==> src/rtl/keypad_scanner_p_if.sv <==
// Keypad scanner bus: row returns in, column strobes and key events out.
interface keypad_scanner_p_if #(
  parameter int NUM_ROWS = 4,
  parameter int NUM_COLS = 3,
  parameter int CODE_W   = $clog2(NUM_ROWS*NUM_COLS)
);
  logic [NUM_ROWS-1:0] row;
  logic [NUM_COLS-1:0] col;
  logic [CODE_W-1:0]   key_code;
  logic                key_valid;
  logic                key_held;
  logic                multi_key;

  modport master (output row, input col, key_code, key_valid, key_held, multi_key);
  modport slave  (input row, output col, key_code, key_valid, key_held, multi_key);
endinterface

==> src/rtl/keypad_scanner_p.sv <==
// Parametrised matrix-keypad scanner: column strobing, synchronised row sampling,
// press/release debounce, multi-key lockout and optional auto-repeat.
module keypad_scanner_p #(
  parameter int NUM_ROWS        = 4,
  parameter int NUM_COLS        = 3,
  parameter int SCAN_DWELL      = 4,
  parameter int DEBOUNCE_CYCLES = 16,
  parameter int REPEAT_CYCLES   = 0
) (
  input logic          clock,
  input logic          reset,
  keypad_scanner_p_if.slave kp
);
  localparam int CODE_W = $clog2(NUM_ROWS*NUM_COLS);
  localparam int RI_W   = $clog2(NUM_ROWS);
  localparam int CI_W   = $clog2(NUM_COLS);
  localparam int DW_W   = $clog2(SCAN_DWELL+1);
  localparam int DB_W   = $clog2(DEBOUNCE_CYCLES+1);
  localparam int RP_W   = (REPEAT_CYCLES > 1) ? $clog2(REPEAT_CYCLES) : 1;

  localparam logic [DW_W-1:0]     DWELL_LAST = DW_W'(SCAN_DWELL);
  localparam logic [DB_W-1:0]     DB_LAST    = DB_W'(DEBOUNCE_CYCLES-1);
  localparam logic [RP_W-1:0]     RP_LAST    = RP_W'((REPEAT_CYCLES > 0) ? REPEAT_CYCLES-1 : 0);
  localparam logic [CI_W-1:0]     COL_LAST   = CI_W'(NUM_COLS-1);
  localparam logic [NUM_COLS-1:0] ALL_COLS   = '1;
  localparam logic [NUM_COLS-1:0] FIRST_COL  = NUM_COLS'(1);

  typedef enum logic [2:0] {IDLE, SCAN, DEBOUNCE, HELD, LOCKOUT} state_t;

  state_t              state;
  logic [NUM_ROWS-1:0] row_m, row_s, pattern;
  logic [NUM_COLS-1:0] col_q;
  logic [CI_W-1:0]     col_idx;
  logic [RI_W-1:0]     row_idx, hit_idx;
  logic [DW_W-1:0]     dwell;
  logic [DB_W-1:0]     cnt;
  logic [RP_W-1:0]     rep_cnt;
  logic [CODE_W-1:0]   key_code;
  logic                key_valid, key_held, multi_key;
  logic                any_row, multi, one_hot;

  assign kp.col       = col_q;
  assign kp.key_code  = key_code;
  assign kp.key_valid = key_valid;
  assign kp.key_held  = key_held;
  assign kp.multi_key = multi_key;

  always_ff @(posedge clock or negedge reset)
    if (!reset) begin
      row_m <= '0;
      row_s <= '0;
    end else begin
      row_m <= kp.row;
      row_s <= row_m;
    end

  // x & (x-1) clears the lowest set bit: non-zero means two or more rows.
  assign any_row = |row_s;
  assign multi   = (row_s & (row_s - NUM_ROWS'(1))) != '0;
  assign one_hot = any_row && !multi;

  always_comb begin
    hit_idx = '0;
    for (int r = 0; r < NUM_ROWS; r++)
      if (row_s[r]) hit_idx = RI_W'(r);
  end

  always_ff @(posedge clock or negedge reset)
    if (!reset) begin
      state     <= IDLE;
      col_q     <= ALL_COLS;
      col_idx   <= '0;
      row_idx   <= '0;
      pattern   <= '0;
      dwell     <= '0;
      cnt       <= '0;
      rep_cnt   <= '0;
      key_code  <= '0;
      key_valid <= 1'b0;
      key_held  <= 1'b0;
      multi_key <= 1'b0;
    end else begin
      key_valid <= 1'b0;
      multi_key <= 1'b0;
      case (state)
        IDLE: begin
          col_q <= ALL_COLS;
          if (any_row) begin
            state   <= SCAN;
            col_idx <= '0;
            dwell   <= '0;
            col_q   <= FIRST_COL;
          end
        end
        // Only the end-of-dwell sample counts; the dwell hides synchroniser lag.
        SCAN: begin
          if (dwell != DWELL_LAST) dwell <= dwell + DW_W'(1);
          else begin
            dwell <= '0;
            if (one_hot) begin
              state   <= DEBOUNCE;
              row_idx <= hit_idx;
              pattern <= row_s;
              cnt     <= '0;
            end else if (multi) begin
              multi_key <= 1'b1;
              state     <= LOCKOUT;
              col_q     <= ALL_COLS;
              cnt       <= '0;
            end else if (col_idx != COL_LAST) begin
              col_idx <= col_idx + CI_W'(1);
              col_q   <= col_q << 1;
            end else begin
              state <= IDLE;
              col_q <= ALL_COLS;
            end
          end
        end
        DEBOUNCE: begin
          if (row_s != pattern) begin
            state <= IDLE;
            col_q <= ALL_COLS;
          end else if (cnt == DB_LAST) begin
            key_code  <= CODE_W'(row_idx) * CODE_W'(NUM_COLS) + CODE_W'(col_idx);
            key_valid <= 1'b1;
            key_held  <= 1'b1;
            state     <= HELD;
            cnt       <= '0;
            rep_cnt   <= '0;
          end else cnt <= cnt + DB_W'(1);
        end
        // Repeat counter freezes while a release is being counted.
        HELD: begin
          if (row_s[row_idx]) begin
            cnt <= '0;
            if (REPEAT_CYCLES > 0) begin
              if (rep_cnt == RP_LAST) begin
                rep_cnt   <= '0;
                key_valid <= 1'b1;
              end else rep_cnt <= rep_cnt + RP_W'(1);
            end
          end else if (cnt == DB_LAST) begin
            key_held <= 1'b0;
            state    <= IDLE;
            col_q    <= ALL_COLS;
          end else cnt <= cnt + DB_W'(1);
        end
        LOCKOUT: begin
          col_q <= ALL_COLS;
          if (any_row)              cnt   <= '0;
          else if (cnt == DB_LAST)  state <= IDLE;
          else                      cnt   <= cnt + DB_W'(1);
        end
        default: state <= IDLE;
      endcase
    end
endmodule

==> src/flat_wrapper.sv <==
// flat-port wrapper written by rule: the top's interface ports become plain ports
module keypad_scanner_p_flat 
#(
  parameter int NUM_ROWS        = 4,
  parameter int NUM_COLS        = 3,
  parameter int SCAN_DWELL      = 4,
  parameter int DEBOUNCE_CYCLES = 16,
  parameter int REPEAT_CYCLES   = 0
)
  (clock, reset, kp_row, kp_col, kp_key_code, kp_key_valid, kp_key_held, kp_multi_key);
  keypad_scanner_p_if #(.NUM_ROWS(NUM_ROWS), .NUM_COLS(NUM_COLS)) kp_i ();
  input logic clock;
  input logic reset;
  input wire logic [$bits(kp_i.row)-1:0] kp_row;
  output wire logic [$bits(kp_i.col)-1:0] kp_col;
  output wire logic [$bits(kp_i.key_code)-1:0] kp_key_code;
  output wire logic [$bits(kp_i.key_valid)-1:0] kp_key_valid;
  output wire logic [$bits(kp_i.key_held)-1:0] kp_key_held;
  output wire logic [$bits(kp_i.multi_key)-1:0] kp_multi_key;
  assign kp_i.row = kp_row;
  assign kp_col = kp_i.col;
  assign kp_key_code = kp_i.key_code;
  assign kp_key_valid = kp_i.key_valid;
  assign kp_key_held = kp_i.key_held;
  assign kp_multi_key = kp_i.multi_key;
  keypad_scanner_p #(.NUM_ROWS(NUM_ROWS), .NUM_COLS(NUM_COLS), .SCAN_DWELL(SCAN_DWELL), .DEBOUNCE_CYCLES(DEBOUNCE_CYCLES), .REPEAT_CYCLES(REPEAT_CYCLES)) u_core (.clock(clock), .reset(reset), .kp(kp_i));
endmodule
==> config.mk <==
export PLATFORM = sky130hd
export DESIGN_NAME = keypad_scanner_p_flat
export DESIGN_NICKNAME = d
export VERILOG_FILES = /design/src/rtl/keypad_scanner_p_if.sv /design/src/rtl/keypad_scanner_p.sv /design/src/flat_wrapper.sv
export SDC_FILE = /design/constraint.sdc
export NUM_CORES = 1
export LEC_CHECK = 0
export ABC_CLOCK_PERIOD_IN_PS = 4600
export CAP_MARGIN = 5
export CORE_MARGIN = 1
export CORE_UTILIZATION = 50
export DETAILED_ROUTE_END_ITERATION = 16
export PLACE_DENSITY = 0.82
export RECOVER_POWER = 100
export SLEW_MARGIN = 10
export SYNTH_ARGS = -nofsm -noshare
export SYNTH_HDL_FRONTEND = slang
export SYNTH_SLANG_ARGS = --single-unit
==> constraint.sdc <==
create_clock -name clock -period 4.6 [get_ports clock]
set_input_delay 0.69 -clock clock [delete_from_list [all_inputs] [get_ports clock]]
set_output_delay 0.69 -clock clock [all_outputs]
set_load 0.05 [all_outputs]
Yosys cells after proc, flatten, opt, wreduce, memory -nomap -nowiden. Cells that the tools add are included.

Register bits after elaboration: 37. Output and inout bits: 10. Logic and storage cells: 117.

Add/sub/neg operators: 5. Multipliers: 1. $lt $le $gt $ge: 1. Eq/ne operators: 22. Mux-type cells: 55. Bitwise operators: 3. Reductions and logical operators: 17.

Operator list (number): $mux 3 (20); $mux 5 (8); $pmux 3 s5 (2); $pmux 5 s4 (1); $reduce_and 6->1 (3); $mux 2 (7); $ne 2x2->1 const B (7); $mux 1 (13); $ne 2x1->1 const B (5); $reduce_bool 4->1 (2); $eq 3x2->1 const B (2); $ne 3x1->1 const B (2); $pmux 3 s2 (1); $reduce_and 3->1 (2); $add 5x1->5 const B (1); $eq 5x4->1 const B (1); $reduce_and 5->1 (1); $reduce_bool 5->1 (1); $add 4x2->4 (1); $and 4x4->4 (1); $mul 2x2->4 const B (1); $ne 4x2->1 const B (1); $ne 4x4->1 (1); $pmux 2 s2 (1); 17 further kinds (19).

Depth between registers and ports, before layout. Gate-level depths: netlist of the first run.

Depth in word-level cells: 8. Gate-level depth with buffers: 8.

Least setup slack after synthesis of the first run. Ideal clock, no wire load.

Kind: flip-flop to flip-flop. Start: reg u_core.row_s[0]. End: reg u_core.state[0]. Library setup time: 0.128 ns. Arrival time: 1.948 ns. Data required time: 4.472 ns. Path slack: 2.524 ns. Cell stages (with the launch flop): 8. Path buffers: 2. Clock period less this slack: 2.076 ns. Cell sequence: dfrtp_1 buf_6 or4_1 buf_2 or3_1 a31oi_1 a211oi_1 mux2_1.

Longest elaborated chain between the ends: 8. Elaborated cells between the ends (all ways): 20. Classes of those cells: 1 x add/sub; 6 x eq/ne; 7 x mux; 1 x bitwise; 5 x reduce/logical.

RTL lines: start, declared (line keypad_scanner_p.sv:31) `logic [NUM_ROWS-1:0] row_m, row_s, pattern;`; start signal, assigned (line keypad_scanner_p.sv:54) `row_s <= row_m;`; $sub 4x1->4 (line keypad_scanner_p.sv:59) `assign multi = (row_s & (row_s - NUM_ROWS'(1))) != '0;`; $and 4x4->4 (line keypad_scanner_p.sv:59); $reduce_bool 4->1 (line keypad_scanner_p.sv:59); $logic_not 1->1 (line keypad_scanner_p.sv:60) `assign one_hot = any_row && !multi;`; $logic_and 1x1->1 (line keypad_scanner_p.sv:60); $mux 3 (line keypad_scanner_p.sv:100) `if (one_hot) begin`; $mux 3 (line keypad_scanner_p.sv:97) `if (dwell != DWELL_LAST) dwell <= dwell + DW_W'(1);`; $pmux 3 s5 (line keypad_scanner_p.sv:85) `case (state)`; end signal, assigned (line keypad_scanner_p.sv:89) `state <= SCAN;`; end signal, assigned (line keypad_scanner_p.sv:101) `state <= DEBOUNCE;`; end signal, assigned (line keypad_scanner_p.sv:107) `state <= LOCKOUT;`; end, declared (line keypad_scanner_p.sv:30) `state_t state;`.

Several ways; a longest one is shown, not always the timed one. The select of a mux whose other input is x is not followed. A chain may end at the register's enable or synchronous reset.

Worst setup path after layout of the first run.
Start: reg u_core.cnt[0]. End: reg u_core.state[1].

Longest elaborated chain between the ends: 4. Elaborated cells between the ends (all ways): 7. Classes of those cells: 2 x eq/ne; 4 x mux; 1 x reduce/logical.

RTL lines: start, declared (line keypad_scanner_p.sv:36) `logic [DB_W-1:0] cnt;`; start signal, assigned (line keypad_scanner_p.sv:130) `end else cnt <= cnt + DB_W'(1);`; start signal, assigned (line keypad_scanner_p.sv:146) `end else cnt <= cnt + DB_W'(1);`; start signal, assigned (line keypad_scanner_p.sv:152) `else cnt <= cnt + DB_W'(1);`; $eq 5x4->1 * (line keypad_scanner_p.sv:123, keypad_scanner_p.sv:142, keypad_scanner_p.sv:151); $mux 3; $mux 3 (on tied branches); $pmux 3 s5; end signal, assigned (line keypad_scanner_p.sv:144) `state <= IDLE;`; end signal, assigned (line keypad_scanner_p.sv:151) `else if (cnt == DB_LAST) state <= IDLE;`; end signal, assigned (line keypad_scanner_p.sv:154) `default: state <= IDLE;`.

Mark *: on every way between the ends. The rest lies on a longest branch, timed or not. The select of a mux whose other input is x is not followed.

==> results of run 1 <==
-- cell usage in the layout, fill, tap and decap left out, drive strengths merged, types with 2 or more instances in the layout --
cell type    count
dfrtp           34
nand2           16
o21ai           15
dlygate4sd3     14
nor2            13
inv             11
mux2            11
a21oi           10
clkbuf           9
ha               7
or3              5
xor2             5
nor4             5
nor3b            4
nand2b           4
o21a             3
nand3            3
a211oi           3
nor3             3
a31oi            3
dfstp            3
nor4b            2
or4              2
a22oi            2
a22o             2
o31ai            2
o21bai           2
fa               2
-- worst max-delay path, delay by kind of cell (launching register included) --
family / cells / cell delay [ps]
AOI/OAI and AO/OA: 2 / 460
and+or+nand+nor: 3 / 840
buffers and inverters: 1 / 260
muxes: 1 / 370
adders and majority gates: 1 / 200
DFF: 1 / 400
-- power groups by stage --
stage | sequential, mW | clock, mW | combinational, mW
2_1_floorplan | 0.487 | 0 | 0.347
3_3_place_gp | 0.485 | 0 | 0.438
3_5_place_dp | 0.489 | 0 | 0.445
4_1_cts | 0.484 | 0.238 | 0.449
5_1_grt | 0.497 | 0.250 | 0.491
6_report | 0.484 | 0.228 | 0.440
-- synthesized netlist by cell type, types with 2 or more instances --
master,instances,area [um2]
a211oi_1,3,22.5
a21oi_1,10,50.1
a22o_1,2,17.5
a31oi_1,3,18.8
buf_2,2,10.0
clkbuf_1,6,22.5
dfrtp_1,34,851
dfstp_2,3,78.8
fa_1,2,40.0
ha_1,7,87.6
inv_1,11,41.3
mux2_1,2,22.5
mux2_2,9,101
nand2_1,16,60.1
nand2b_1,4,25.0
nand3_1,3,15.0
nor2_1,13,48.8
nor3_1,3,15.0
nor3b_1,3,22.5
nor4_1,5,31.3
nor4b_1,2,17.5
o21a_1,3,22.5
o21ai_0,14,70.1
o21bai_1,2,15.0
o31ai_1,2,15.0
or3_1,5,31.3
or4_1,2,15.0
xor2_1,5,43.8
-- path summary, 6_finish.rpt --
kind,endpoint,depth (start not counted)
setup / recovery,u_core.state[1],8
hold / removal,u_core.row_s[2],0
setup reg to reg,u_core.state[1],8
hold reg to reg,u_core.row_s[2],0
max in group asynchronous,u_core.row_s[3],1
min in group asynchronous,u_core.kp.key_code[1],1
-- final cells by class --
class / count / area, um2
flip-flops and latches: 37 / 930
repair buffers: 15 / 144
clock buffers: 8 / 90.1
well taps: 48 / 60.1
inverters: 11 / 41.3
multi-input cells: 137 / 960
fillers: 338 / 1520
-- logic make-up after synthesis --
family / share of synthesized area
xor+xnor: 0.0220
mux: 0.0736
fa+ha+maj: 0.0692
compound gates: 0.160
flops: 0.468
buf+inv: 0.0447
simple gates: 0.162
-- registers in the layout, summed over array words and instances, names as in the netlist, 2 cells and up --
name / count
u_core.row_idx: 2
u_core.row_m: 4
u_core.row_s: 4
u_core.pattern: 4
u_core.kp.key_code: 4
u_core.dwell: 3
u_core.cnt: 5
u_core.col_idx: 2
u_core.state: 3
u_core.kp.col: 3
-- through the flow --
stage,cell area (um2),hold WS (ps)
2_1_floorplan,1990,331
5_1_grt,2220,358
6_report,2220,351
3_5_place_dp,2150,339
4_1_cts,2240,355
3_3_place_gp,2150,333
-- per-layer routing --
metal,GRT usage,up-vias,wire length [um]
li1,-,729,-
met1,0.277,692,1700
met2,0.309,35,1780
met3,0.0370,6,156
met4,0.0734,0,35
met5,0,-,0
==> out/metrics.csv, run 1 <==
stage,metric,value,unit
worst_setup_path,worstSetupStartpointType,flip-flop,
timing,fin_ws,1950,ps
place,dp.cells,248,
timing,fin_setup_tns,0,ps
power,power_frac_clock,0.198,
worst_setup_path,worst_path_max_delay_cell,nor3b_1,
power,powerDensity,518,nW/um2
place,dp_hpwl,2640,um
clock_network,cts.sinks,37,
place,gp_congestion,0.876,
clock_network,clk-insertion-delay-late,290,ps
layout,area_growth,11.9,%
power,p_leak,0.968,nW
synth,syn_nets,210,
floorplan,dieArea,4230,um2
layout,layout-drive-gt1-share,0.101,
power,p_sw_frac,0.383,
worst_setup_path,crit_type,flip-flop to flip-flop,
timing,tightest_slew,1910,ps
layout,diodes,0,
timing,finalHoldViolCount,0,
power,p_int,0.711,mW
timing,grt_setup_unrepaired,false,
worst_setup_path,reg2reg_slack,1950,ps
synth,ys_warn_count,0,
worst_setup_path,crit_chain,ha_1 -> nand2_1 -> nor3b_1 -> inv_1 -> nor2_1 -> a21oi_1 -> a211oi_1 -> mux2_1,
layout,fin_util,0.594,
timing,period_needed,2650,ps
floorplan,dieHeight,65.1,um
worst_hold_path,hp-class,flip-flop to flip-flop,
clock_network,cts_tree,built,
clock_network,ctsRootBufferMaster,clkbuf_8,
power,totalPowerFinal,1.15,mW
grt,grt_pass1_vias,1318,
clock_network,postCtsSetupBuffers,0,
power,p_switching,0.441,mW
synth,ys_types,47,
timing,slew_violations,38,
detailed_routing,vias,1462,
grt,grt_pass1_wl,6350,um
worst_hold_path,hp-start,u_core.row_m[2],
floorplan,row_count,22,
clock_network,post_cts_resized,0,
worst_setup_path,r2r-start,u_core.cnt[0],
clock_network,cts-htree-levels,2,
worst_setup_path,path_max_fanout,6,
clock_network,cts_hold_buf,0,
synth,synth_cells,195,
run_status,status,"complete, but fails checks",
detailed_routing,ant_nets,0,
worst_setup_path,crit_path_end_kind,flip-flop,
power,p_seq_frac,0.420,
worst_setup_path,cpPeakStageDelay,570,ps
synth,async_flop_share,1.00,
place,portBuffers,15,
floorplan,fp.coreArea,3740,um2
timing,skew,8.76,ps
place,place_ws,2220,ps
clock_network,cts_buffers,5,
detailed_routing,drc,0,
timing,period_share,0.575,
clock_network,path_clk_slew,60,ps
floorplan,start_util,0.531,
synth,ys_seq_area_frac,0.468,
worst_setup_path,cp.arrival,2810,ps
floorplan,ios,16,
grt,grt_use_total,0.199,
timing,slew_headroom,-0.270,
grt,antenna_found_initial,0,
detailed_routing,drtIter0Drc,57,
timing,setup_viol,0,
grt,grt-ovfl-total,0,
detailed_routing,viasPerCell,5.71,
worst_setup_path,required,4760,ps
run_status,violations,"max-capacitance violations, max-slew violations",
power,combPwrFrac,0.382,
synth,synth-edff-count,0,
floorplan,fp.dieW,65.1,um
detailed_routing,totalWireLength,3670,um
timing,clock.fmax,378,MHz
clock_network,clock_tree.buffer_depth,2,
detailed_routing,wire_per_inst,14.3,um
synth,synth_ff_type,dfrtp_1,
layout,fin_cells,256,
run,maxCapViolations,1,
worst_setup_path,cp-startpoint,u_core.cnt[0],
synth,avgSynthCellArea,10.2,um2
detailed_routing,drt-pass1-iter-count,4,
synth,synth_area,1990,um2
layout,nets,222,
power,vdd_drop_max,302,uV
synth,yosys_register_bits,37,
grt,grt_max_degree,38,
Note: power is estimated with default switching activity, not from simulation.
==> inputs of run 2 (changes only) <==
--- a/config.mk
+++ b/config.mk
@@ -5,7 +5,7 @@
 export SDC_FILE = /design/constraint.sdc
 export NUM_CORES = 1
 export LEC_CHECK = 0
-export ABC_CLOCK_PERIOD_IN_PS = 4600
+export ABC_CLOCK_PERIOD_IN_PS = 2700
 export CAP_MARGIN = 5
 export CORE_MARGIN = 1
 export CORE_UTILIZATION = 50
==> constraint.sdc (replaced) <==
create_clock -name clock -period 2.7 [get_ports clock]
set_input_delay 0.405 -clock clock [delete_from_list [all_inputs] [get_ports clock]]
set_output_delay 0.405 -clock clock [all_outputs]
set_load 0.05 [all_outputs]
==> run 2 against run 1 <==
Against the previous run:
- the run still ends with max-capacitance violations, max-slew violations left
- via count rose by 2.7%
- hold slack worse by 2.7 ps
- non-clock buffer count up 3
- largest power group is now combinational cells
- clock power is 71% higher
- die area unchanged
- largest cell class unchanged
- register-to-register slack worse by 1600 ps
- sequential power grew 58%
- critical path depth did not move
==> out/metrics.csv, run 2 (synthesis gave the netlist of run 1 again) <==
stage,metric,value,unit
worst_setup_path,required,2870,ps
grt,grt_max_degree,38,
timing,grt_setup_unrepaired,false,
floorplan,row_count,22,
clock_network,postCtsSetupBuffers,0,
floorplan,ios,16,
place,portBuffers,15,
layout,area_growth,13.3,%
grt,grt-ovfl-total,0,
timing,clock.fmax,418,MHz
clock_network,post_cts_resized,0,
layout,diodes,0,
timing,skew,10.9,ps
place,dp.cells,251,
clock_network,cts.sinks,37,
power,power_frac_clock,0.195,
floorplan,dieHeight,65.1,um
floorplan,dieArea,4230,um2
layout,nets,225,
place,place_ws,341,ps
layout,layout_common_cells,"34 x dfrtp_1, 16 x nand2_1, 14 x o21ai_0, 14 x dlygate4sd3_1, 13 x nor2_1",
layout,layout-drive-gt1-share,0.118,
timing,setup_viol,0,
timing,fin_ws,305,ps
worst_setup_path,worst_path_max_delay_cell,dfrtp_1,
worst_setup_path,cpPeakStageDelay,400,ps
grt,antenna_found_initial,0,
timing,period_needed,2390,ps
layout,fin_cells,259,
worst_setup_path,path_max_fanout,6,
layout,largest_reg_flops,5,
power,powerDensity,887,nW/um2
worst_setup_path,reg2reg_slack,310,ps
power,totalPowerFinal,2.00,mW
detailed_routing,ant_nets,0,
worst_setup_path,worstSetupStartpointType,flip-flop,
detailed_routing,drt-pass1-iter-count,4,
worst_setup_path,r2r-start,u_core.cnt[0],
run_status,status,"complete, but fails checks",
power,combPwrFrac,0.423,
worst_setup_path,worst-r2r-cell-count,8,
power,p_leak,0.983,nW
timing,finalHoldViolCount,0,
worst_setup_path,crit_type,flip-flop to flip-flop,
worst_setup_path,cp.arrival,2560,ps
detailed_routing,drtIter0Drc,67,
clock_network,path_clk_slew,70,ps
detailed_routing,wire_per_inst,13.5,um
grt,grt_pass1_vias,1409,
worst_setup_path,crit_path_end_kind,flip-flop,
grt,grt_use_total,0.187,
run,maxCapViolations,1,
layout,nFillCells,325,
run_status,violations,"max-capacitance violations, max-slew violations",
worst_setup_path,crit_chain,ha_1 -> nand2_1 -> nor3b_2 -> inv_1 -> nor2_1 -> a21oi_1 -> a211oi_1 -> mux2_1,
timing,slew_headroom,-0.256,
worst_hold_path,hp-class,flip-flop to flip-flop,
clock_network,ctsRootBufferMaster,clkbuf_8,
layout,fin_util,0.602,
clock_network,clock_tree.buffer_depth,2,
clock_network,clk-insertion-delay-late,290,ps
power,p_switching,0.753,mW
timing,slew_violations,38,
layout,layout_commonest_cell,dfrtp_1,
place,dp_hpwl,2540,um
clock_network,cts_hold_buf,0,
power,vdd_drop_max,404,uV
clock_network,cts_buffers,5,
clock_network,cts_tree,built,
worst_hold_path,hold_path_depth,0,
detailed_routing,viasPerCell,5.80,
detailed_routing,totalWireLength,3500,um
timing,period_share,0.887,
worst_hold_path,holdPathEnd,u_core.row_s[2],
power,p_int,1.24,mW
place,gp_congestion,0.867,
timing,fin_setup_tns,0,ps
floorplan,start_util,0.531,
clock_network,cts-htree-levels,2,
power,p_sw_frac,0.377,
power,p_seq_frac,0.382,
layout,regMostFlops,u_core.cnt,
detailed_routing,vias,1501,
detailed_routing,drc,0,
worst_hold_path,hp-start,u_core.row_m[2],
floorplan,fp.dieW,65.1,um
floorplan,fp.coreArea,3740,um2
grt,grt_pass1_wl,5990,um
worst_setup_path,reg2reg_to,u_core.state[1],
worst_setup_path,cp-startpoint,u_core.cnt[0],
timing,tightest_slew,1880,ps
==> run 2: changes by cell type in the layout (fill, tap and decap cells not counted), sizes merged <==
cell / previous run / this run
buf: 0 / 3
==> run 2: worst max-delay path by stage <==
stage | end | slack (ps) | depth (start not counted)
after detailed placement | u_core.state[0] | 340 | 8
final | u_core.state[1] | 310 | 8
after global routing | u_core.state[1] | 110 | 8
after floorplan | u_core.state[0] | 620 | 7
after CTS | u_core.state[1] | 320 | 8
after global placement | u_core.state[0] | 420 | 8
==> run 2: area by class of cell <==
cell class	instances	area (um2)	area share
clock buffers	8	90.1	0.0400
inverters	11	41.3	0.0183
multi-input cells	137	965	0.428
flip-flops and latches	37	930	0.413
well taps	48	60.1	0.0267
repair buffers	18	166	0.0739
==> run 2: per-layer routing <==
layer | wire length, um | vias up | GRT usage
met2 | 1670 | 31 | 0.305
li1 | - | 734 | -
met4 | 63 | 0 | 0.0761
met3 | 120 | 9 | 0.0423
met1 | 1640 | 727 | 0.241
met5 | 0 | - | 0
==> run 2: stage by stage <==
step / hold slack (ps) / instance area, um2
floorplan: 109 / 1990
global placement: 333 / 2170
detailed placement: 336 / 2170
CTS: 222 / 2260
global route: 356 / 2250
finish: 349 / 2250
==> run 2: worst max-delay path: cells and delay by family (launching register included) <==
family | cells | cell delay [ps]
compound gates | 2 | 430
mux | 1 | 360
flops | 1 | 400
fa+ha+maj | 1 | 210
simple gates | 3 | 680
buf+inv | 1 | 210
==> run 2: power by group through the flow <==
stage | Clock, mW | Combinational, mW | Sequential (mW)
after floorplan | 0 | 0.590 | 0.829
after global placement | 0 | 0.844 | 0.775
after detailed placement | 0 | 0.851 | 0.775
after CTS | 0.402 | 0.855 | 0.765
after global routing | 0.425 | 0.942 | 0.779
final | 0.389 | 0.845 | 0.763
==> inputs of run 3 (changes only) <==
--- a/config.mk
+++ b/config.mk
@@ -10,7 +10,7 @@
 export CORE_MARGIN = 1
 export CORE_UTILIZATION = 50
 export DETAILED_ROUTE_END_ITERATION = 16
-export PLACE_DENSITY = 0.82
+export PLACE_DENSITY_LB_ADDON = 0.2
 export RECOVER_POWER = 100
 export SLEW_MARGIN = 10
 export SYNTH_ARGS = -nofsm -noshare
==> run 3 against run 2 <==
Against the previous run:
- via count increased by 0.80%
- sequential share of layout area decreased by 0.069 points
- clock power about the same
- the flow still finishes with violations (max-capacitance violations, max-slew violations)
- maximum frequency increased by 1.2%
- global-route usage increased by 2.0 points
- largest power group unchanged
==> out/metrics.csv, run 3 (synthesis gave the netlist of run 1 again) <==
stage,metric,value,unit
clock_network,cts_buffers,5,
timing,grt_setup_unrepaired,false,
worst_setup_path,path_max_fanout,11,
worst_setup_path,crit_path_end_kind,flip-flop,
grt,grt_use_total,0.207,
timing,period_share,0.877,
place,gp_congestion,0.863,
layout,layout_commonest_cell,dfrtp_1,
timing,fin_setup_tns,0,ps
floorplan,start_util,0.531,
worst_setup_path,required,2890,ps
detailed_routing,vias,1513,
timing,setup_viol,0,
floorplan,fp.dieW,65.1,um
power,vdd_drop_max,441,uV
layout,stdcell_area,2260,um2
grt,grt_max_degree,38,
worst_setup_path,cpPeakStageDelay,580,ps
layout,nets,226,
clock_network,clk-insertion-delay-late,300,ps
timing,period_needed,2370,ps
worst_setup_path,cp.arrival,2550,ps
run_status,status,"complete, but fails checks",
detailed_routing,drc,0,
layout,area_growth,13.5,%
grt,grt_pass1_vias,1420,
detailed_routing,drtIter0Drc,156,
worst_setup_path,worst-r2r-cell-count,5,
place,placement.cell_area,2180,um2
grt,antenna_found_initial,0,
timing,clock.fmax,422,MHz
power,powerDensity,902,nW/um2
floorplan,ios,16,
worst_setup_path,crit_chain,or3b_2 -> or3_1 -> a22oi_1 -> o221a_2 -> a21oi_1,
timing,tightest_slew,1860,ps
timing,slew_violations,38,
layout,nFillCells,329,
worst_hold_path,hp-class,flip-flop to flip-flop,
grt,grt_pass1_wl,6590,um
worst_setup_path,crit_type,flip-flop to flip-flop,
timing,finalHoldViolCount,0,
timing,slew_headroom,-0.240,
place,dp_hpwl,2760,um
worst_setup_path,worst_path_max_delay_cell,or3b_2,
clock_network,ctsRootBufferMaster,clkbuf_8,
detailed_routing,totalWireLength,3840,um
floorplan,dieHeight,65.1,um
layout,diodes,0,
floorplan,fp.coreArea,3740,um2
timing,skew,4.94,ps
layout,largest_reg_flops,5,
clock_network,clock_tree.buffer_depth,2,
clock_network,post_cts_resized,0,
place,portBuffers,15,
floorplan,dieArea,4230,um2
layout,regMostFlops,u_core.cnt,
detailed_routing,wire_per_inst,14.8,um
floorplan,row_count,22,
run_status,violations,"max-capacitance violations, max-slew violations",
detailed_routing,drt-pass1-iter-count,4,
clock_network,postCtsSetupBuffers,0,
grt,grt-ovfl-total,0,
layout,layout-drive-gt1-share,0.127,
clock_network,path_clk_slew,80,ps
detailed_routing,ant_nets,0,
clock_network,cts_hold_buf,0,
worst_setup_path,worstSetupStartpointType,flip-flop,
worst_hold_path,hold_path_depth,0,
clock_network,cts.sinks,37,
timing,fin_hold_ws,353,ps
clock_network,cts_tree,built,
clock_network,cts-htree-levels,2,
detailed_routing,viasPerCell,5.82,
run,maxCapViolations,1,
power,p_leak,0.991,nW
layout,layout_common_cells,"34 x dfrtp_1, 16 x nand2_1, 14 x o21ai_0, 14 x dlygate4sd3_1, 13 x nor2_1",
-- run 3: cell count changes in the layout (fill, tap and decap cells not counted), sizes merged --
cell,previous run,this run
clkbuf,9,6
buf,3,4
clkinv,0,3
-- run 3: report_power, final --
group	leakage [nW]	internal [mW]	switching (mW)
Clock	0.0481	0.183	0.208
Sequential	0.480	0.675	0.109
Combinational	0.464	0.362	0.498
-- run 3: per-stage QoR --
step	total power [mW]	std cells	util	setup slack [ps]
after global routing	2.17	260	0.603	159
after global placement	1.62	252	0.581	539
final	2.03	260	0.603	333
after floorplan	1.42	195	-	624
after CTS	2.05	260	0.606	480
after detailed placement	1.65	252	0.581	490
-- run 3: critical path, delay by kind of cell (launching register included) --
family,cells,cell delay [ps]
AO/OA/AOI/OAI,3,770
flip-flops,1,520
AND/OR/NAND/NOR,2,970
-- run 3: cell type report --
cell class / count / area [um2] / area share
clock inverters: 3 / 22.5 / 0.00998
multi-input cells: 137 / 960 / 0.425
flip-flops and latches: 37 / 930 / 0.412
inverters: 11 / 41.3 / 0.0183
well taps: 48 / 60.1 / 0.0266
repair buffers: 19 / 174 / 0.0771
clock buffers: 5 / 68.8 / 0.0305
-- run 3: metal layers --
layer  up-vias  track usage  share of wire
met4         0       0.0625         0.0039
met5         -            0              0
li1        735            -              -
met1       746        0.278           0.47
met3         2       0.0669          0.047
met2        30        0.319           0.47
-- run 3: path summary, 6_finish.rpt --
| check | from | end | slack, ps |
|---|---|---|---|
| setup / recovery | u_core.state[0] | u_core.cnt[0] | 330 |
| min in group asynchronous | reset | u_core.cnt[0] | 600 |
| hold reg to reg | u_core.row_m[3] | u_core.row_s[3] | 350 |
| setup reg to reg | u_core.state[0] | u_core.cnt[0] | 330 |
| max in group asynchronous | reset | u_core.kp.multi_key | 1020 |
| hold / removal | u_core.row_m[3] | u_core.row_s[3] | 350 |
